**config.mk**
```make
export PLATFORM = sky130hd
export DESIGN_NAME = wb_uart_fifo
export DESIGN_NICKNAME = d
export VERILOG_FILES = /design/src/rtl/wb_uart_fifo.sv
export SDC_FILE = /design/constraint.sdc
export NUM_CORES = 1
export LEC_CHECK = 0
export ABC_AREA = 1
export BUFFER_PORTS_ARGS = -buffer_cell sky130_fd_sc_hd__buf_2
export CORE_MARGIN = 4
export CORE_UTILIZATION = 23
export CTS_CLUSTER_DIAMETER = 60
export DETAILED_ROUTE_END_ITERATION = 10
export GPL_ROUTABILITY_DRIVEN = 1
export SYNTH_ARGS = -nofsm -noshare
export SYNTH_HDL_FRONTEND = slang
export SYNTH_SLANG_ARGS = --single-unit
```
**constraint.sdc**
```tcl
create_clock -name wb_clk_i -period 4.7 [get_ports wb_clk_i]
set_input_delay 0.47 -clock wb_clk_i [delete_from_list [all_inputs] [get_ports wb_clk_i]]
set_output_delay 0.47 -clock wb_clk_i [all_outputs]
set_load 0.02 [all_outputs]
```
**src/rtl/wb_uart_fifo.sv**
```systemverilog
// wb_uart_fifo - Wishbone B4 pipelined slave UART with TX/RX FIFOs, a runtime
// baud divider and sticky error flags.
//
// Ports
//   wb_clk_i, wb_rst_i        clock, asynchronous active-high reset
//   wb_cyc_i, wb_stb_i        bus request (accepted when both high)
//   wb_we_i, wb_adr_i[1:0]    write enable, register select
//   wb_dat_i[31:0]            write data
//   wb_dat_o[31:0]            read data, valid with wb_ack_o
//   wb_stall_o                tied low
//   wb_ack_o                  one pulse, one cycle after each accepted request
//   uart_rx                   asynchronous serial input, idle high
//   uart_tx                   serial output, idle high
//
// Registers
//   0 DATA     W: push to TX FIFO   R: pop RX FIFO (0 when empty)
//   1 STATUS   R: {rx_perr, frm_err, rx_ovf, tx_ovf, tx_busy, tx_full, rx_empty};
//              a read clears bits 6..3
//   2 DIVIDER  R/W, 16-bit clocks per bit, clamped to >= 2, applied per frame
//   3          reads 0
//
// Build option: define WB_UART_PARITY_EN to add an even-parity bit to every
// frame (generated on TX, checked on RX into rx_perr).
//
// TX FSM
//   state     | meaning
//   TX_IDLE   | line high, waiting for TX FIFO data
//   TX_START  | start bit (low)
//   TX_DATA   | DATA_BITS payload bits, LSB first
//   TX_PARITY | even-parity bit (parity build only)
//   TX_STOP   | stop bit (high); chains straight to TX_START if data queued
// RX FSM
//   state     | meaning
//   RX_IDLE   | waiting for a falling edge on the synchronised line
//   RX_START  | half-bit wait, then confirm start bit still low
//   RX_DATA   | sample payload bits mid-bit
//   RX_PARITY | sample parity bit (parity build only)
//   RX_STOP   | sample stop bit, push byte or flag framing error

module wb_uart_fifo_buf #(
  parameter int WIDTH = 8,
  parameter int DEPTH = 16
) (
  input  logic             clk,
  input  logic             rst,
  input  logic             push,
  input  logic             pop,
  input  logic [WIDTH-1:0] din,
  output logic [WIDTH-1:0] dout,
  output logic             empty,
  output logic             full
);
  localparam int AW = $clog2(DEPTH);
  localparam logic [AW:0] FULL_CNT = (AW+1)'(DEPTH);

  logic [WIDTH-1:0] mem [DEPTH];
  logic [AW-1:0]    wr_ptr, rd_ptr;
  logic [AW:0]      count;
  logic             do_push, do_pop;

  assign empty   = (count == '0);
  assign full    = (count == FULL_CNT);
  assign do_pop  = pop & ~empty;
  // A pop in the same cycle frees a slot, so a push to a full FIFO still lands.
  assign do_push = push & (~full | do_pop);
  assign dout    = mem[rd_ptr];

  always_ff @(posedge clk) begin
    if (do_push) mem[wr_ptr] <= din;
  end

  always_ff @(posedge clk or posedge rst) begin
    if (rst) begin
      wr_ptr <= '0;
      rd_ptr <= '0;
      count  <= '0;
    end else begin
      if (do_push) wr_ptr <= wr_ptr + 1'b1;
      if (do_pop)  rd_ptr <= rd_ptr + 1'b1;
      if (do_push && !do_pop)      count <= count + 1'b1;
      else if (!do_push && do_pop) count <= count - 1'b1;
    end
  end
endmodule

module wb_uart_fifo #(
  parameter int TICKS_PER_BAUD = 3,
  parameter int DATA_BITS      = 8,
  parameter int FIFO_DEPTH     = 16
) (
  input  logic        wb_clk_i,
  input  logic        wb_rst_i,
  input  logic        wb_cyc_i,
  input  logic        wb_stb_i,
  input  logic        wb_we_i,
  input  logic [1:0]  wb_adr_i,
  input  logic [31:0] wb_dat_i,
  output logic [31:0] wb_dat_o,
  output logic        wb_stall_o,
  output logic        wb_ack_o,
  input  logic        uart_rx,
  output logic        uart_tx
);
  localparam logic [1:0] ADR_DATA   = 2'd0;
  localparam logic [1:0] ADR_STATUS = 2'd1;
  localparam logic [1:0] ADR_DIV    = 2'd2;

  localparam logic [2:0] TX_IDLE   = 3'd0;
  localparam logic [2:0] TX_START  = 3'd1;
  localparam logic [2:0] TX_DATA   = 3'd2;
  localparam logic [2:0] TX_PARITY = 3'd3;
  localparam logic [2:0] TX_STOP   = 3'd4;

  localparam logic [2:0] RX_IDLE   = 3'd0;
  localparam logic [2:0] RX_START  = 3'd1;
  localparam logic [2:0] RX_DATA   = 3'd2;
  localparam logic [2:0] RX_PARITY = 3'd3;
  localparam logic [2:0] RX_STOP   = 3'd4;

  localparam logic [2:0] LAST_BIT = 3'(DATA_BITS - 1);

  logic                 req, bus_wr, bus_rd, stat_rd;
  logic [15:0]          div;
  logic                 tx_ovf, rx_ovf, frm_err, rx_perr;
  logic [6:0]           status;
  logic                 unused_bits;

  logic                 txf_push, txf_pop, txf_empty, txf_full;
  logic [DATA_BITS-1:0] txf_dout;
  logic                 rxf_push, rxf_pop, rxf_empty, rxf_full;
  logic [DATA_BITS-1:0] rxf_dout;

  logic [2:0]           tx_state, tx_bit;
  logic [15:0]          tx_cnt, tx_div;
  logic [DATA_BITS-1:0] tx_sh;
  logic                 tx_par, tx_line, tx_load, tx_busy;

  logic [2:0]           rx_state, rx_bit;
  logic [15:0]          rx_cnt, rx_div;
  logic [DATA_BITS-1:0] rx_sh;
  logic                 rx_s1, rx_s2, rx_d;
  logic                 rx_stop_smp, rx_frm_set, rx_perr_set;
`ifdef WB_UART_PARITY_EN
  logic                 rx_par_bad;
`endif

  assign wb_stall_o  = 1'b0;
  assign unused_bits = ^wb_dat_i[31:16];

  assign req      = wb_cyc_i & wb_stb_i;
  assign bus_wr   = req & wb_we_i;
  assign bus_rd   = req & ~wb_we_i;
  assign stat_rd  = bus_rd & (wb_adr_i == ADR_STATUS);
  assign txf_push = bus_wr & (wb_adr_i == ADR_DATA);
  assign rxf_pop  = bus_rd & (wb_adr_i == ADR_DATA);

  assign tx_busy = (tx_state != TX_IDLE);
  assign status  = {rx_perr, frm_err, rx_ovf, tx_ovf, tx_busy, txf_full, rxf_empty};

  wb_uart_fifo_buf #(.WIDTH(DATA_BITS), .DEPTH(FIFO_DEPTH)) u_tx_fifo (
    .clk(wb_clk_i), .rst(wb_rst_i), .push(txf_push), .pop(txf_pop),
    .din(wb_dat_i[DATA_BITS-1:0]), .dout(txf_dout), .empty(txf_empty), .full(txf_full)
  );

  wb_uart_fifo_buf #(.WIDTH(DATA_BITS), .DEPTH(FIFO_DEPTH)) u_rx_fifo (
    .clk(wb_clk_i), .rst(wb_rst_i), .push(rxf_push), .pop(rxf_pop),
    .din(rx_sh), .dout(rxf_dout), .empty(rxf_empty), .full(rxf_full)
  );

  always_ff @(posedge wb_clk_i or posedge wb_rst_i) begin
    if (wb_rst_i) begin
      wb_ack_o <= 1'b0;
      wb_dat_o <= '0;
      div      <= 16'(TICKS_PER_BAUD);
    end else begin
      wb_ack_o <= req;
      wb_dat_o <= '0;
      if (bus_rd) begin
        case (wb_adr_i)
          ADR_DATA:   wb_dat_o <= rxf_empty ? 32'd0 : 32'(rxf_dout);
          ADR_STATUS: wb_dat_o <= {25'd0, status};
          ADR_DIV:    wb_dat_o <= {16'd0, div};
          default:    wb_dat_o <= '0;
        endcase
      end
      if (bus_wr && wb_adr_i == ADR_DIV)
        div <= (wb_dat_i[15:0] < 16'd2) ? 16'd2 : wb_dat_i[15:0];
    end
  end

  // Sticky flags: a new event in the same cycle as a STATUS read survives it.
  always_ff @(posedge wb_clk_i or posedge wb_rst_i) begin
    if (wb_rst_i) begin
      tx_ovf  <= 1'b0;
      rx_ovf  <= 1'b0;
      frm_err <= 1'b0;
      rx_perr <= 1'b0;
    end else begin
      tx_ovf  <= (tx_ovf  & ~stat_rd) | (txf_push & txf_full & ~txf_pop);
      rx_ovf  <= (rx_ovf  & ~stat_rd) | (rxf_push & rxf_full & ~rxf_pop);
      frm_err <= (frm_err & ~stat_rd) | rx_frm_set;
      rx_perr <= (rx_perr & ~stat_rd) | rx_perr_set;
    end
  end

  // ---------------- transmitter ----------------
  // Divider is captured when a frame is loaded so a DIVIDER write never
  // stretches or shortens a frame already on the wire.
  assign tx_load = ~txf_empty &
                   ((tx_state == TX_IDLE) || (tx_state == TX_STOP && tx_cnt == '0));
  assign txf_pop = tx_load;
  assign uart_tx = tx_line;

  always_ff @(posedge wb_clk_i or posedge wb_rst_i) begin
    if (wb_rst_i) begin
      tx_state <= TX_IDLE;
      tx_cnt   <= '0;
      tx_div   <= '0;
      tx_sh    <= '0;
      tx_bit   <= '0;
      tx_par   <= 1'b0;
      tx_line  <= 1'b1;
    end else if (tx_load) begin
      tx_state <= TX_START;
      tx_sh    <= txf_dout;
      tx_par   <= ^txf_dout;
      tx_div   <= div;
      tx_cnt   <= div - 16'd1;
      tx_line  <= 1'b0;
    end else if (tx_state != TX_IDLE) begin
      if (tx_cnt != '0) begin
        tx_cnt <= tx_cnt - 16'd1;
      end else begin
        tx_cnt <= tx_div - 16'd1;
        case (tx_state)
          TX_START: begin
            tx_state <= TX_DATA;
            tx_bit   <= '0;
            tx_line  <= tx_sh[0];
          end
          TX_DATA: begin
            if (tx_bit == LAST_BIT) begin
`ifdef WB_UART_PARITY_EN
              tx_state <= TX_PARITY;
              tx_line  <= tx_par;
`else
              tx_state <= TX_STOP;
              tx_line  <= 1'b1;
`endif
            end else begin
              tx_bit  <= tx_bit + 3'd1;
              tx_sh   <= tx_sh >> 1;
              tx_line <= tx_sh[1];
            end
          end
          TX_PARITY: begin
            tx_state <= TX_STOP;
            tx_line  <= 1'b1;
          end
          default: begin
            tx_state <= TX_IDLE;
            tx_line  <= 1'b1;
          end
        endcase
      end
    end
  end

  // ---------------- receiver ----------------
  always_ff @(posedge wb_clk_i or posedge wb_rst_i) begin
    if (wb_rst_i) begin
      rx_s1 <= 1'b1;
      rx_s2 <= 1'b1;
      rx_d  <= 1'b1;
    end else begin
      rx_s1 <= uart_rx;
      rx_s2 <= rx_s1;
      rx_d  <= rx_s2;
    end
  end

  assign rx_stop_smp = (rx_state == RX_STOP) && (rx_cnt == '0);
  assign rxf_push    = rx_stop_smp & rx_s2;
  assign rx_frm_set  = rx_stop_smp & ~rx_s2;
`ifdef WB_UART_PARITY_EN
  assign rx_perr_set = rxf_push & rx_par_bad;
`else
  assign rx_perr_set = 1'b0;
`endif

  always_ff @(posedge wb_clk_i or posedge wb_rst_i) begin
    if (wb_rst_i) begin
      rx_state <= RX_IDLE;
      rx_cnt   <= '0;
      rx_div   <= '0;
      rx_sh    <= '0;
      rx_bit   <= '0;
`ifdef WB_UART_PARITY_EN
      rx_par_bad <= 1'b0;
`endif
    end else begin
      case (rx_state)
        RX_IDLE: begin
          // First counter expiry lands in the middle of the start bit.
          if (rx_d && !rx_s2) begin
            rx_state <= RX_START;
            rx_div   <= div;
            rx_cnt   <= (div >> 1) - 16'd1;
          end
        end
        default: begin
          if (rx_cnt != '0) begin
            rx_cnt <= rx_cnt - 16'd1;
          end else begin
            rx_cnt <= rx_div - 16'd1;
            case (rx_state)
              RX_START: begin
                if (rx_s2) rx_state <= RX_IDLE;
                else begin
                  rx_state <= RX_DATA;
                  rx_bit   <= '0;
                end
              end
              RX_DATA: begin
                rx_sh <= {rx_s2, rx_sh[DATA_BITS-1:1]};
                if (rx_bit == LAST_BIT) begin
`ifdef WB_UART_PARITY_EN
                  rx_state <= RX_PARITY;
`else
                  rx_state <= RX_STOP;
`endif
                end else begin
                  rx_bit <= rx_bit + 3'd1;
                end
              end
              RX_PARITY: begin
`ifdef WB_UART_PARITY_EN
                rx_par_bad <= (^rx_sh) ^ rx_s2;
`endif
                rx_state <= RX_STOP;
              end
              default: rx_state <= RX_IDLE;
            endcase
          end
        end
      endcase
    end
  end
endmodule
```
==> impl_metrics.csv, run 1 <==
group,metric,value,unit
place,place_hpwl,29.8,mm
floorplanning,core_area,79500,µm²
synth,yosysTopAreaCellShare,0.414,
worst_setup_path,cp_max_fo,25,
clock_tree,clock_latency,0.59,ns
worst_setup_path,cp-end-kind,"flop",
clock_tree,clock_sinks,415,
timing,fin_crit,3.31,ns
place,placed_area,19900,µm²
worst_setup_path,ff2ff_setup_slack,1.39,ns
detailed_routing,drc_errors,0,
floorplanning,die_h,292,µm
detailed_routing,wl_per_cell,15.8,µm
power_and_ir_drop,pwr-share-seq,0.456,
power_and_ir_drop,vdd_drop_max,276,µV
floorplanning,num_io_pins,75,
timing,min_period_over_period,0.704,
detailed_routing,drt_first_pass_iters,7,
final_layout,fin_nets,1910,
power_and_ir_drop,clkPwrFrac,0.387,
worst_setup_path,critPathKind,"flop to flop",
synth,muxShareOfSynthArea,0.0102,
synth,ys_types,50,
synth,synth_fa_ha_area_frac,0.0183,
clock_tree,clockBufferDepth,3,
clock_tree,h-tree-depth,2,
power_and_ir_drop,p_total,0.00970,W
floorplanning,rows,103,
final_layout,regArea,11700,µm²
final_layout,drive_gt1_frac,0.0957,
worst_setup_path,crit_top_cell,"nand2_1",
synth,synth_cells,1814,
final_layout,multiInputGateArea,6010,µm²
global_route,grt_pass1_vias,12200,
timing,relSlewSlack,0.335,
global_route,grt_overflow,0,
synth,synth_top_family_by_area,"simple AND/OR/NAND/NOR gates",
detailed_routing,via_per_inst,4.41,
synth,yosys-top-cells-area,"edfxtp_1, dfrtp_1, nand2_1",
global_route,track_usage,0.105,
timing,setup_viol,0,
worst_setup_path,required,5.15,ns
detailed_routing,vias,12900,
run_status,status,"finished, final reports clean",
timing,timing.fmax,302,MHz
synth,synth-edff-count,256,
synth,yosysTopAreaCell,"edfxtp_1",
worst_setup_path,arrival,3.76,ns
clock_tree,post_cts_resized,0,
power_and_ir_drop,p_int,0.00693,W
timing,rsz0062_at_grt,"false",
power_and_ir_drop,powerDensity,451,nW/µm²
detailed_routing,finalWirelength,46.2,mm
timing,worst_pin_slew,0.997,ns
power_and_ir_drop,total_switching_power,0.00277,W
place,dp_slack,1.18,ns
worst_setup_path,cp-start-kind,"flop",
power_and_ir_drop,leakage,8.34,nW
timing,drv_slew,0,
synth,ys_ff_latch,415,
synth,async_reset_ff_frac,0.383,
worst_setup_path,crit_chain,"nor2_2 -> nand2_1 -> inv_2 -> nor2_4 -> nand2_1 -> nand3_1 -> inv_1 -> ha_1 -> inv_1 -> nor2_1 -> nand2_1 -> nor2_1 -> nand4_1 -> nand3_1 -> nand2_1",
place,portBuffers,41,
clock_tree,root_buffer,"clkbuf_16",
synth,synth-compound-area-share,0.110,
worst_hold_path,hold_path.class,"input pin to flop",
floorplanning,die_width,292,µm
final_layout,final_cell_area,21500,µm²
synth,synth-xor-area-share,0.00895,
worst_setup_path,cpPeakStageDelay,0.54,ns
synth,ys_seq_area_frac,0.628,
detailed_routing,drtIter0Drc,1062,
floorplanning,design.die.area,85400,µm²
timing,setup_slack,1.39,ns
timing,hold_viol,0,
detailed_routing,antenna_left,0,
clock_tree,cts_tree,"yes",
place,place_congestion,0.834,
synth,netlist_top_cells_count,"nand2_1, nor2_1, edfxtp_1, o21ai_0, dfrtp_1",
synth,syn_area_per_cell,10.2,µm²
final_layout,area_delta_synth_final,15.6,%
global_route,grt_max_degree,107,
final_layout,nFillCells,8254,
synth,synth_ff_type,"edfxtp_1",
synth,ys_warn_count,0,
global_route,grt_pass1_wl,71.6,mm
worst_setup_path,crit_slowest_cell,"nand2_1",
clock_tree,clkTransAtPathRegs,0.06,ns
synth,synth_area,18600,µm²
job,drv_cap,0,
synth,synthSimpleGateAreaFrac,0.173,
power_and_ir_drop,combPwrFrac,0.157,
floorplanning,initial_utilization,0.234,
timing,clock_skew,0.0340,ns
global_route,antenna_found_initial,1,
timing,fin_tns_setup,0,ns
power_and_ir_drop,p_sw_frac,0.285,
clock_tree,cts-buffers-inserted,44,
synth,yosysMostFrequentCell,"nand2_1",
-- path summary, 6_finish.rpt --
kind / start / end / depth (start not counted)
max in group asynchronous: wb_rst_i / rx_div[2]$_DFFE_PP0P_ / 4
worst min register to register: rx_s1$_DFF_PP1_ / rx_s2$_DFF_PP1_ / 0
min in group asynchronous: wb_rst_i / u_rx_fifo.wr_ptr[3]$_DFFE_PP0P_ / 3
worst max-delay path: rx_state[1]$_DFFE_PP0P_ / rx_cnt[14]$_DFFE_PP0P_ / 15
worst min-delay path: wb_dat_i[9] / div[9]$_DFFE_PP0P_ / 3
worst max register to register: rx_state[1]$_DFFE_PP0P_ / rx_cnt[14]$_DFFE_PP0P_ / 15
-- power groups by stage --
stage,clock (W),combinational [W],sequential [W]
finish,0.00376,0.00152,0.00442
global route,0.00401,0.00176,0.00445
CTS,0.00384,0.00152,0.00442
detailed placement,0,0.00151,0.00448
global placement,0,0.00150,0.00448
floorplan,0,0.00118,0.00442
-- cells by family after synthesis --
logic type               count (synthesis)
AND/OR/NAND/NOR                        759
flip-flops                             415
AO/OA/AOI/OAI                          345
buffers and inverters                  231
adder cells (fa/ha/maj)                 26
XOR/XNOR                                19
multiplexers                            18
other                                    1
-- worst max-delay path: cells and delay by family, from the launching register on --
| family | cells | cell delay [ns] |
|---|---|---|
| DFF | 1 | 0.42 |
| adders and majority gates | 1 | 0.13 |
| buffers and inverters | 3 | 0.65 |
| and+or+nand+nor | 11 | 1.98 |
-- state kept, by name, summed over array words and instances, names as in the netlist, 5 cells and up --
name,count
u_rx_fifo.count,5
u_rx_fifo.mem,128
rx_div,16
div,16
tx_sh,8
u_tx_fifo.mem,128
tx_cnt,16
u_tx_fifo.count,5
wb_dat_o,16
rx_sh,8
tx_div,16
rx_cnt,16
-- cell type report --
type / instances / area share
inverters: 142 / 0.0250
flip-flops and latches: 415 / 0.543
clock buffers: 65 / 0.0616
diodes: 1 / 0.000116
clock inverters: 17 / 0.0132
multi-input cells: 1184 / 0.280
well taps: 1050 / 0.0611
repair buffers: 57 / 0.0160
-- cell usage in the layout (no fill, tap or decap), types with 8 or more instances in the layout --
| master | count |
|---|---|
| a21oi_1 | 37 |
| buf_2 | 41 |
| buf_4 | 13 |
| clkbuf_1 | 10 |
| clkbuf_16 | 47 |
| clkbuf_8 | 8 |
| clkinv_1 | 8 |
| conb_1 | 17 |
| dfrtp_1 | 150 |
| edfxtp_1 | 256 |
| ha_1 | 24 |
| inv_1 | 130 |
| mux2i_1 | 11 |
| nand2_1 | 324 |
| nand3_1 | 110 |
| nand4_1 | 16 |
| nor2_1 | 268 |
| nor2_2 | 11 |
| nor2_4 | 8 |
| o211ai_1 | 20 |
| o21ai_0 | 198 |
| o221ai_1 | 29 |
| o22ai_1 | 18 |
| o32ai_1 | 13 |
| xor2_1 | 17 |
-- layer usage --
| metal | vias to the layer above | part of all wire | wire length, µm | global-route usage |
|---|---|---|---|---|
| met2 | 359 | 0.44 | 20300 | 0.159 |
| met4 | 0 | 0.022 | 1020 | 0.0285 |
| met5 | - | 0 | 0 | 0 |
| met3 | 68 | 0.069 | 3180 | 0.0202 |
| li1 | 6280 | - | - | - |
| met1 | 6206 | 0.47 | 21600 | 0.154 |
-- what timing repair did --
item | in CTS | in global routing
setup endpoints to repair | 0 | 0
hold buffers | 2 | 0
buffers inserted | 0 | 0
endpoints found under the hold margin | 8 | 0
-- stage by stage --
stage | hold slack, ns | cells | utilization
CTS | 0.0950 | 2930 | 0.270
finish | 0.126 | 2931 | 0.270
global route | 0.119 | 2930 | 0.270
floorplan | 0.345 | 1830 | -
global placement | 0.347 | 2846 | 0.250
detailed placement | 0.347 | 2846 | 0.250
(Power assumes the default switching activity.)
==> run 2, diff against run 1 <==
==> constraint.sdc (replaced) <==
create_clock -name wb_clk_i -period 3.1 [get_ports wb_clk_i]
set_input_delay 0.31 -clock wb_clk_i [delete_from_list [all_inputs] [get_ports wb_clk_i]]
set_output_delay 0.31 -clock wb_clk_i [all_outputs]
set_load 0.02 [all_outputs]
==> run 2 against run 1 <==
  * Sequential share of layout area is 0.98 points lower
  * First-iteration DRC count is 5.6% higher
  * Setup slack worse by 1.2 ns
==> impl_metrics.csv, run 2 (synthesized netlist as in run 1, its figures left out) <==
group,metric,value,unit
run_status,status,"finished, final reports clean",
detailed_routing,antenna_left,0,
power_and_ir_drop,vdd_drop_max,388,µV
final_layout,area_delta_synth_final,17.7,%
worst_setup_path,arrival,3.35,ns
worst_setup_path,crit_slowest_cell,"fa_1",
clock_tree,clock_latency,0.58,ns
timing,fin_tns_setup,0,ns
floorplanning,rows,103,
timing,fin_crit,2.87,ns
detailed_routing,wl_per_cell,15.5,µm
final_layout,multiInputGateArea,6020,µm²
floorplanning,initial_utilization,0.234,
timing,setup_viol,0,
place,portBuffers,41,
power_and_ir_drop,p_total,0.0143,W
floorplanning,die_width,292,µm
final_layout,reg_top3,"u_rx_fifo.mem x128, u_tx_fifo.mem x128",
final_layout,drive_gt1_frac,0.120,
global_route,grt_overflow,0,
floorplanning,core_area,79500,µm²
worst_setup_path,crit_top_cell,"nor2_1",
worst_setup_path,path_delay_family,"simple AND/OR/NAND/NOR gates",
clock_tree,clockBufferDepth,3,
place,place_hpwl,31.0,mm
power_and_ir_drop,powerDensity,655,nW/µm²
final_layout,regArea,11700,µm²
clock_tree,clock_sinks,415,
global_route,track_usage,0.106,
worst_setup_path,cpPeakStageDelay,0.41,ns
clock_tree,root_buffer,"clkbuf_16",
detailed_routing,drtIter0Drc,1122,
worst_hold_path,hold_path.class,"input pin to flop",
timing,relSlewSlack,0.413,
final_layout,fin_nets,1973,
final_layout,nFillCells,8292,
timing,min_period_over_period,0.925,
timing,rsz0062_at_grt,"false",
worst_setup_path,critPathKind,"flop to flop",
floorplanning,design.die.area,85400,µm²
final_layout,mostFrequentLayoutCells,"nand2_1, nor2_1, edfxtp_1",
clock_tree,h-tree-depth,2,
detailed_routing,drt-met1-wl,22.0,mm
detailed_routing,drc_errors,0,
global_route,grt_pass1_vias,12600,
detailed_routing,dr_wl_met2,20.8,mm
place,place_congestion,0.861,
worst_setup_path,cp_max_fo,4,
global_route,grt_max_degree,68,
worst_setup_path,cp-end-kind,"flop",
detailed_routing,dr_wl_met3,2.67,mm
clock_tree,cts_tree,"yes",
worst_setup_path,crit_buf_inv,2,
global_route,antenna_found_initial,1,
worst_setup_path,cp-start-kind,"flop",
detailed_routing,via_per_inst,4.40,
worst_setup_path,crit_chain,"nor2_2 -> nand2_1 -> nor2_4 -> nand2_4 -> inv_1 -> nand4_1 -> nor2_4 -> ha_2 -> inv_1 -> fa_1 -> a21oi_1 -> nor2_1 -> nor2_1 -> nor2_1 -> nor2_1 -> xor2_1",
detailed_routing,vias,13200,
timing,timing.fmax,349,MHz
floorplanning,num_io_pins,75,
final_layout,num_antenna_cells,0,
timing,clock_skew,0.0203,ns
job,drv_cap,0,
floorplanning,die_h,292,µm
detailed_routing,finalWirelength,46.3,mm
power_and_ir_drop,leakage,8.60,nW
detailed_routing,highest_layer,"met4",
timing,drv_slew,0,
detailed_routing,drt_first_pass_iters,5,
clock_tree,cts-buffers-inserted,45,
global_route,grt_pass1_wl,72.7,mm
worst_setup_path,required,3.58,ns
final_layout,final_common_cell,"nand2_1",
timing,hold_viol,0,
clock_tree,clkTransAtPathRegs,0.06,ns
timing,worst_pin_slew,0.881,ns
## run 2: final cells by class
cell class / instances / share of cell area
Clock buffer: 60 / 0.0550
Clock inverter: 23 / 0.0112
Inverter: 142 / 0.0245
Multi-Input combinational cell: 1184 / 0.275
Sequential cell: 415 / 0.534
Tap cell: 1050 / 0.0600
Timing Repair Buffer: 119 / 0.0404
## run 2: per-layer routing
| layer | GRT usage | up-vias |
|---|---|---|
| li1 | - | 6409 |
| met1 | 0.153 | 6344 |
| met2 | 0.166 | 358 |
| met3 | 0.0203 | 60 |
| met4 | 0.0251 | 0 |
| met5 | 0 | - |
## run 2: worst register-to-register path, delay by kind of cell, from the launching register on
family | cells | cell delay (ns)
flops | 1 | 0.40
simple gates | 10 | 1.22
fa+ha+maj | 2 | 0.61
buf+inv | 2 | 0.22
compound gates | 1 | 0.14
xor+xnor | 1 | 0.17
## run 2: final timing paths
| check | start | to | slack [ns] | depth (start not counted) |
|---|---|---|---|---|
| min | wb_dat_i[15] | div[15]$_DFFE_PP0P_ | 0.07 | 3 |
| max | rx_cnt[12]$_DFFE_PP0P_ | u_rx_fifo.count[4]$_DFFE_PP0P_ | 0.23 | 16 |
| min reg2reg | rx_s1$_DFF_PP1_ | rx_s2$_DFF_PP1_ | 0.36 | 0 |
| max reg2reg | rx_cnt[12]$_DFFE_PP0P_ | u_rx_fifo.count[4]$_DFFE_PP0P_ | 0.23 | 16 |
| min in group asynchronous | wb_rst_i | u_tx_fifo.wr_ptr[3]$_DFFE_PP0P_ | 0.46 | 3 |
| max in group asynchronous | wb_rst_i | tx_div[13]$_DFFE_PP0P_ | 1.84 | 4 |
## run 2: what timing repair did
| action | in CTS | in global routing |
|---|---|---|
| gates resized for setup | 0 | 5 |
| setup buffers | 0 | 3 |
| hold endpoints to repair | 29 | 0 |
| hold buffers | 7 | 0 |
| setup endpoints to repair | 0 | 2 |
## run 2: where the power goes
part	switching [W]	total (W)	internal [W]	leakage (nW)
registers	0.000375	0.00671	0.00633	4.22
clock network	0.00223	0.00524	0.00301	0.706
logic	0.00157	0.00237	0.000804	3.67
total	0.00417	0.0143	0.0101	8.60
## run 2: per-stage QoR
step	setup slack (ns)	std cells	area (µm²)	hold slack [ns]	util
after detailed placement	0.145	2900	20300	0.351	0.256
after global placement	0.137	2900	20300	0.347	0.256
after CTS	0.155	2990	21800	0.0221	0.275
after floorplan	0.269	1830	18700	0.314	-
after global routing	0.0147	2993	21900	0.0479	0.275
final	0.232	2993	21900	0.0667	0.275
